--- config.mk ---
export PLATFORM = sky130hd
export DESIGN_NAME = min_max_idx_finder
export DESIGN_NICKNAME = d
export VERILOG_FILES = /design/src/rtl/min_max_pkg.sv /design/src/rtl/mm_cmp.sv /design/src/rtl/min_max_idx_finder.sv
export SDC_FILE = /design/constraint.sdc
export NUM_CORES = 1
export LEC_CHECK = 0
export CAP_MARGIN = 20
export CORE_MARGIN = 10
export CORE_UTILIZATION = 40
export CTS_CLUSTER_DIAMETER = 120
export DETAILED_ROUTE_END_ITERATION = 8
export GPL_ROUTABILITY_DRIVEN = 0
export PLACE_DENSITY = 0.62
export SLEW_MARGIN = 20
export SYNTH_ARGS = -nofsm -noshare
export SYNTH_HDL_FRONTEND = slang
export SYNTH_SLANG_ARGS = --single-unit
--- constraint.sdc ---
create_clock -name Clk -period 7.15 [get_ports Clk]
set_input_delay 1.7875 -clock Clk [delete_from_list [all_inputs] [get_ports Clk]]
set_output_delay 1.7875 -clock Clk [all_outputs]
set_load 0.01 [all_outputs]
--- src/rtl/min_max_pkg.sv ---
// rtl/min_max_pkg.sv - shared types and defaults for the min/max index finder
// Purpose : one-hot state encoding and default geometry shared by the
//           finder top and its comparator.
// Contents: DEF_DATA_W, DEF_DEPTH, state_t (INI/LOAD/COMP/DONE).
package min_max_pkg;

   localparam int DEF_DATA_W = 8;
   localparam int DEF_DEPTH  = 16;

   // One-hot so each state bit can drive a Q* output directly.
   typedef enum logic [3:0] {
      INI  = 4'b0001,
      LOAD = 4'b0010,
      COMP = 4'b0100,
      DONE = 4'b1000
   } state_t;

endpackage

--- src/rtl/mm_cmp.sv ---
// rtl/mm_cmp.sv - combinational magnitude comparator, unsigned or signed
// Purpose : strict greater/less compare of two W-bit operands.
// Ports   : i_a, i_b        operands (W bits each)
//           i_signed_mode   1 = two's-complement compare, 0 = unsigned
//           o_gt            i_a > i_b
//           o_lt            i_a < i_b
module mm_cmp #(
   parameter int W = 8
) (
   input  logic [W-1:0] i_a,
   input  logic [W-1:0] i_b,
   input  logic         i_signed_mode,
   output logic         o_gt,
   output logic         o_lt
);

   always_comb begin
      o_gt = 1'b0;
      o_lt = 1'b0;
      if (i_signed_mode) begin
         o_gt = $signed(i_a) > $signed(i_b);
         o_lt = $signed(i_a) < $signed(i_b);
      end else begin
         o_gt = i_a > i_b;
         o_lt = i_a < i_b;
      end
   end

endmodule

--- src/rtl/min_max_idx_finder.sv ---
// rtl/min_max_idx_finder.sv - DEPTH x DATA_W array scanner reporting min/max and their indices
// Purpose : array loaded through a write port; on Start scans the first Len
//           entries one per clock and holds Max/Min/indices in DONE until Ack.
// Ports   : Clk, Reset (sync, active-high)
//           Wr_en/Wr_addr/Wr_data   array write port (INI or DONE only)
//           Start/Len/Signed_mode   scan request, sampled in INI
//           Ack                     release from DONE
//           Max/Min/Max_idx/Min_idx results, valid while Qd=1
//           Err                     last Start carried an illegal Len
//           Qi/Ql/Qc/Qd             one-hot state INI/LOAD/COMP/DONE
module min_max_idx_finder
   import min_max_pkg::*;
#(
   parameter  int DATA_W = DEF_DATA_W,
   parameter  int DEPTH  = DEF_DEPTH,
   localparam int ADDR_W = $clog2(DEPTH)
) (
   input  logic              Clk,
   input  logic              Reset,
   input  logic              Wr_en,
   input  logic [ADDR_W-1:0] Wr_addr,
   input  logic [DATA_W-1:0] Wr_data,
   input  logic              Start,
   input  logic [ADDR_W:0]   Len,
   input  logic              Signed_mode,
   input  logic              Ack,
   output logic [DATA_W-1:0] Max,
   output logic [DATA_W-1:0] Min,
   output logic [ADDR_W-1:0] Max_idx,
   output logic [ADDR_W-1:0] Min_idx,
   output logic              Err,
   output logic              Qi,
   output logic              Ql,
   output logic              Qc,
   output logic              Qd
);

   localparam logic [ADDR_W:0] C_DEPTH = (ADDR_W+1)'(DEPTH);
   localparam logic [ADDR_W:0] C_ONE   = {{ADDR_W{1'b0}}, 1'b1};

   state_t              r_state;
   state_t              w_next;
   logic [DATA_W-1:0]   r_mem [DEPTH];
   logic [DATA_W-1:0]   r_max;
   logic [DATA_W-1:0]   r_min;
   logic [ADDR_W-1:0]   r_max_idx;
   logic [ADDR_W-1:0]   r_min_idx;
   logic                r_err;
   logic [ADDR_W:0]     r_i;
   logic [ADDR_W:0]     r_len;
   logic                r_sgn;

   logic [DATA_W-1:0]   w_elem;
   logic                w_gt_max;
   logic                w_lt_min;
   logic                w_unused_max_lt;
   logic                w_unused_min_gt;
   logic                w_len_ok;
   logic                w_last;
   logic                w_wr_ok;

   assign w_len_ok = (Len != '0) && (Len <= C_DEPTH);
   assign w_last   = (r_i == r_len - C_ONE);
   // r_i stays below DEPTH while in COMP, so the low bits are a valid index.
   assign w_elem   = r_mem[r_i[ADDR_W-1:0]];
   // Writes are locked out during a scan so it sees a stable array.
   assign w_wr_ok  = Wr_en && ((r_state == INI) || (r_state == DONE))
                     && ({1'b0, Wr_addr} < C_DEPTH);

   mm_cmp #(.W(DATA_W)) u_cmp_max (
      .i_a           (w_elem),
      .i_b           (r_max),
      .i_signed_mode (r_sgn),
      .o_gt          (w_gt_max),
      .o_lt          (w_unused_max_lt)
   );

   mm_cmp #(.W(DATA_W)) u_cmp_min (
      .i_a           (w_elem),
      .i_b           (r_min),
      .i_signed_mode (r_sgn),
      .o_gt          (w_unused_min_gt),
      .o_lt          (w_lt_min)
   );

   // Array contents are deliberately not reset.
   always_ff @(posedge Clk) begin
      if (w_wr_ok) r_mem[Wr_addr] <= Wr_data;
   end

   always_comb begin
      w_next = r_state;
      case (r_state)
         INI:     if (Start) w_next = w_len_ok ? LOAD : DONE;
         LOAD:    w_next = (r_len == C_ONE) ? DONE : COMP;
         COMP:    if (w_last) w_next = DONE;
         DONE:    if (Ack) w_next = INI;
         default: w_next = INI;
      endcase
   end

   always_ff @(posedge Clk) begin
      if (Reset) begin
         r_state   <= INI;
         r_max     <= '0;
         r_min     <= '0;
         r_max_idx <= '0;
         r_min_idx <= '0;
         r_err     <= 1'b0;
         r_i       <= '0;
         r_len     <= '0;
         r_sgn     <= 1'b0;
      end else begin
         r_state <= w_next;
         case (r_state)
            INI: begin
               r_i <= '0;
               if (Start) begin
                  r_len <= Len;
                  r_sgn <= Signed_mode;
                  // Illegal Len flags Err and leaves prior results untouched.
                  r_err <= !w_len_ok;
               end
            end
            LOAD: begin
               r_max     <= r_mem[0];
               r_min     <= r_mem[0];
               r_max_idx <= '0;
               r_min_idx <= '0;
               r_i       <= C_ONE;
            end
            COMP: begin
               // Strict compares keep the earliest index on ties.
               if (w_gt_max) begin
                  r_max     <= w_elem;
                  r_max_idx <= r_i[ADDR_W-1:0];
               end
               if (w_lt_min) begin
                  r_min     <= w_elem;
                  r_min_idx <= r_i[ADDR_W-1:0];
               end
               r_i <= r_i + C_ONE;
            end
            default: ;
         endcase
      end
   end

   assign Max     = r_max;
   assign Min     = r_min;
   assign Max_idx = r_max_idx;
   assign Min_idx = r_min_idx;
   assign Err     = r_err;
   assign Qi      = r_state[0];
   assign Ql      = r_state[1];
   assign Qc      = r_state[2];
   assign Qd      = r_state[3];

endmodule

After elaboration in Yosys (flattened, before gate mapping)
Memories as Yosys holds them, arrays and structs flattened. A register that Yosys moved wholly into a read port is not among the register bits.
Index checks and enable logic that the tools add are counted.
- register bits: 40
- RAM bits: 128
- input bits: 23
- output and inout port bits: 29
- logic and storage cells: 60
- memories: 1
- memories (memory ; words ; width ; rd ports ; clocked after Yosys merged registers in ; write ports ; line ; source):
    r_mem ; 16 ; 8 ; 2 ; 1 ; 1 ; min_max_idx_finder.sv:43 ; logic [DATA_W-1:0] r_mem [DEPTH];
- add/sub/neg operators: 2
- $lt $le $gt $ge: 5
- eq/ne operators: 11
- multiplexer cells: 21
- reductions and logical operators: 11
- operator list (operator ; count):
    $mux W4 ; 9
    $pmux W8 S2 ; 2
    $gt A8 B8 Y1 ; 2
    $lt A8 B8 Y1 ; 2
    $mux W8 ; 2
    $pmux W4 S2 ; 2
    $pmux W4 S4 ; 1
    $pmux W5 S3 ; 1
    $ne A2 B2 Y1 const B ; 3
    $reduce_and A2 Y1 ; 3
    $add A5 B1 Y5 const B ; 1
    $eq A5 B1 Y1 const B ; 1
    $eq A5 B5 Y1 ; 1
    $le A5 B5 Y1 const B ; 1
    $reduce_bool A5 Y1 ; 1
    $sub A5 B1 Y5 const B ; 1
    $eq A4 B1 Y1 const B ; 1
    $eq A4 B2 Y1 const B ; 1
    $eq A4 B3 Y1 const B ; 1
    $eq A4 B4 Y1 const B ; 1
    $mux W1 ; 4
    $ne A2 B1 Y1 const B ; 2
    $reduce_and A3 Y1 ; 1
    $reduce_bool A3 Y1 ; 1
    4 further kinds ; 5

Logic depth before layout (Yosys ltp)
- word-level depth: 5
- gate-level depth with buffers: 14
- mapped depth without buffers: 11

By module
From an unflattened synthesis, not the netlist that was laid out.
- cells, all modules: 505
- area total of the unflattened synthesis: 7288.2 µm²
- modules (own cells, without submodules) (module ; times used ; cells each ; area an instance (µm²) ; sequential area each (µm²)):
    min_max_idx_finder ; 1 ; 443 ; 6847.8 ; 4724.5
    mm_cmp ; 2 ; 31 ; 220.2 ; 0.0

Worst setup path before layout
Ideal clock, no wire load.
- path type: reg-to-reg
- from: register with a tool-made name
- to: register r_max[4] (netlist: Max[4])
- setup time: 0.086 ns
- arrival: 3.322 ns
- required time: 7.064 ns
- path slack: 3.742 ns
- cell stages (with the launch flop): 15
- path buffers: 3
- period minus slack after synthesis: 3.408 ns
- path through: dfxtp_1 -> buf_2 -> buf_2 -> mux4_2 -> mux2_2 -> nand2_1 -> o21ai_0 -> ha_1 -> nor2_1 -> a21oi_1 -> or3_1 -> o22ai_1 -> buf_2 -> nor2_1 -> a211oi_1
- RTL lines (element ; line ; source):
    end signal, assigned ; min_max_idx_finder.sv:126 ; r_max <= r_mem[0];
    end signal, assigned ; min_max_idx_finder.sv:135 ; r_max <= w_elem;
    end, declared ; min_max_idx_finder.sv:44 ; logic [DATA_W-1:0] r_max;

==> metrics.yaml <==
outcome: "complete, no violations"
htree_levels: 4
final_max_slew_viol_count: 0
grt_max_degree: 44
fin_skew_ns: 0.009780
drive_gt1_frac: 0.1759
vias: 4533
via_per_inst: 5.603
root_buffer: "clkbuf_16"
vdd_drop_max_v: 0.0001604
yosysMostFrequentCell: "edfxtp_1"
setup_viol: 0
synth_ff_type: "edfxtp_1"
worst_ep_arrival_time_ns: 4.81
crit_path_end_kind: "register"
synth_nets: 558
whs_ns: 0.5035
syn_to_final_growth_pct: 18.13
fin_nets: 608
period_needed_ns: 4.488
fin_tns_setup_ns: 0
yosysSeqAreaShare: 0.6357
worstPathCellList: "buf_4 -> mux4_2 -> mux2_2 -> nand2_1 -> o21ai_0 -> ha_1 -> a21oi_1 -> a21oi_1 -> or3_1 -> o22ai_1 -> nor2_1 -> a211oi_1"
num_rows: 49
ioPinCount: 52
place_area_mm2: 0.008169
p_int_mw: 1.700
netSwitchingPower_mw: 0.4915
portBuffers: 51
dr.pass1.iters: 5
core_mm2: 0.01815
synth.top_cell.area_share: 0.5172
yosysWarnings: 0
clockBufferDepth: 2
grt.overflow.total: 0
dieArea_mm2: 0.02443
cts_made_buffers: 17
rsz0062_at_grt: "false"
share_comb_of_total_power: 0.059
postRouteAntennaNets: 0
place_ws_ns: 2.647
fin_ws_ns: 2.662
antenna_found_initial: 0
critical_path_class: "reg -> reg"
crit_top_cell: "a21oi_1"
async_flop_share: 0
yosysUniqueCellTypes: 51
cp_max_fo: 18
synth-seq-cells: 172
hp-class: "reg -> reg"
relSlewSlack: 0.3111
clock-sinks: 172
leakage_nw: 2.788
remaining_drc_errors: 0
cts_hold_buffers: 0
synth.area.top_cells: "edfxtp_1 52%, dfxtp_1 12%, mux4_2 8.5%"
fill_cells: 1537
grt_pass1_vias: 4616
grt_use_total: 0.1421
n_antenna_cell: 0
finalPower_mw: 2.192
path_clk_slew_ns: 0.07
synth_common_cells: "128 x edfxtp_1, 44 x dfxtp_1, 40 x nor2_1"
cpPeakStageDelay_ns: 0.85
start_kind: "register"
grt_pass1_wl_mm: 26.54
power_frac_seq: 0.504
regArea_mm2: 0.004725
fmax_mhz: 222.8
die_y_um: 156.3
switching_share: 0.2242
stdcell_area_mm2: 0.008780
tightest_slew_ns: 1.019
worstPathRequired_ns: 7.48
synth_area_mm2: 0.007432
hold_viol: 0
p_clk_frac: 0.437
multiInputGateArea_mm2: 0.002524
synth_cells: 517
clock_latency_ns: 0.43
fp.dieW_um: 156.3
initial_core_util: 0.4095
post_cts_buffers: 0
power-per-cell-area_mw_per_mm2: 249.7
hpwl_mm: 11.58
wl_mm: 16.85
avgSynthCellArea_um2: 14.38
drtIter0Drc: 379
synth_edf_count: 128
fin_crit_sh: 0.6277
cts_tree: "done"
wl_per_cell_um: 20.83
cap_violations: 0
cts_resized: 0
critical_path.slowest_cell: "dfxtp_1"
synth_top_area_cell: "edfxtp_1"
-- cells in the final DEF, fill, tap and decap left out, drive strengths merged, types with 18 or more instances in the layout --
cell type	n
clkdlybuf4s50	51
inv	25
dfxtp	44
mux4	28
a211oi	18
edfxtp	128
nand2	38
nor2	40
a21oi	21
ha	18
-- critical path: cells and delay by family (launching register included) --
family,cells,cell delay (ns)
AO/OA/AOI/OAI,5,1.49
flip-flops,1,0.85
multiplexers,2,0.65
AND/OR/NAND/NOR,3,0.59
buffers and inverters,1,0.44
adder cells (fa/ha/maj),1,0.35
-- sequential cells by signal, indices dropped and copies added, names as in the netlist, 4 cells and up, named ones only --
register / count
Min_idx: 4
r_i: 5
r_len: 5
Max: 8
Max_idx: 4
r_state: 4
r_mem: 128
Min: 8
-- kinds of logic (layout without fill, tap and decap cells) --
family,count (synthesis),count (layout),synth area share
flops,172,172,0.6357
mux,54,54,0.1227
xor+xnor,12,12,0.01414
fa+ha+maj,18,18,0.03030
simple gates,133,133,0.08956
compound gates,82,82,0.08081
buf+inv,46,109,0.02677
-- metal layers --
metal / up-vias / wire [um] / share of wire / track usage
li1: 2090 / - / - / -
met1: 2269 / 7868 / 0.47 / 0.1930
met2: 165 / 7469 / 0.44 / 0.2099
met3: 9 / 1380 / 0.082 / 0.05373
met4: 0 / 129 / 0.0077 / 0.03596
met5: - / 0 / 0 / 0
-- stage by stage --
step | std cells | util
CTS | 809 | 0.4838
detailed placement | 777 | 0.4502
global route | 809 | 0.4838
global placement | 776 | 0.4489
floorplan | 517 | -
finish | 809 | 0.4838
-- power by group through the flow --
stage	Clock [mW]	Sequential [mW]	Combinational (mW)
floorplan	0	1.12	0.0761
global placement	0	1.12	0.126
detailed placement	0	1.13	0.130
CTS	0.975	1.10	0.130
global route	1.03	1.11	0.144
finish	0.958	1.10	0.130
-- final timing paths --
kind         slack (ns)             startpoint  cells after the start                    end
max reg2reg        2.66               register                     12    Max[7]$_SDFFE_PP0P_
min reg2reg        0.50  r_len[1]$_SDFFE_PP0P_                      2  r_len[1]$_SDFFE_PP0P_
max                2.66               register                     12    Max[7]$_SDFFE_PP0P_
min                0.50  r_len[1]$_SDFFE_PP0P_                      2  r_len[1]$_SDFFE_PP0P_
-- final cells by class --
type	instances	area share
clock buffers	17	0.04845
well taps	229	0.03264
multi-input cells	299	0.2874
flip-flops and latches	172	0.5381
clock inverters	15	0.02109
repair buffers	58	0.06413
inverters	19	0.008123
No activity file was read; power rests on OpenSTA's default activity.
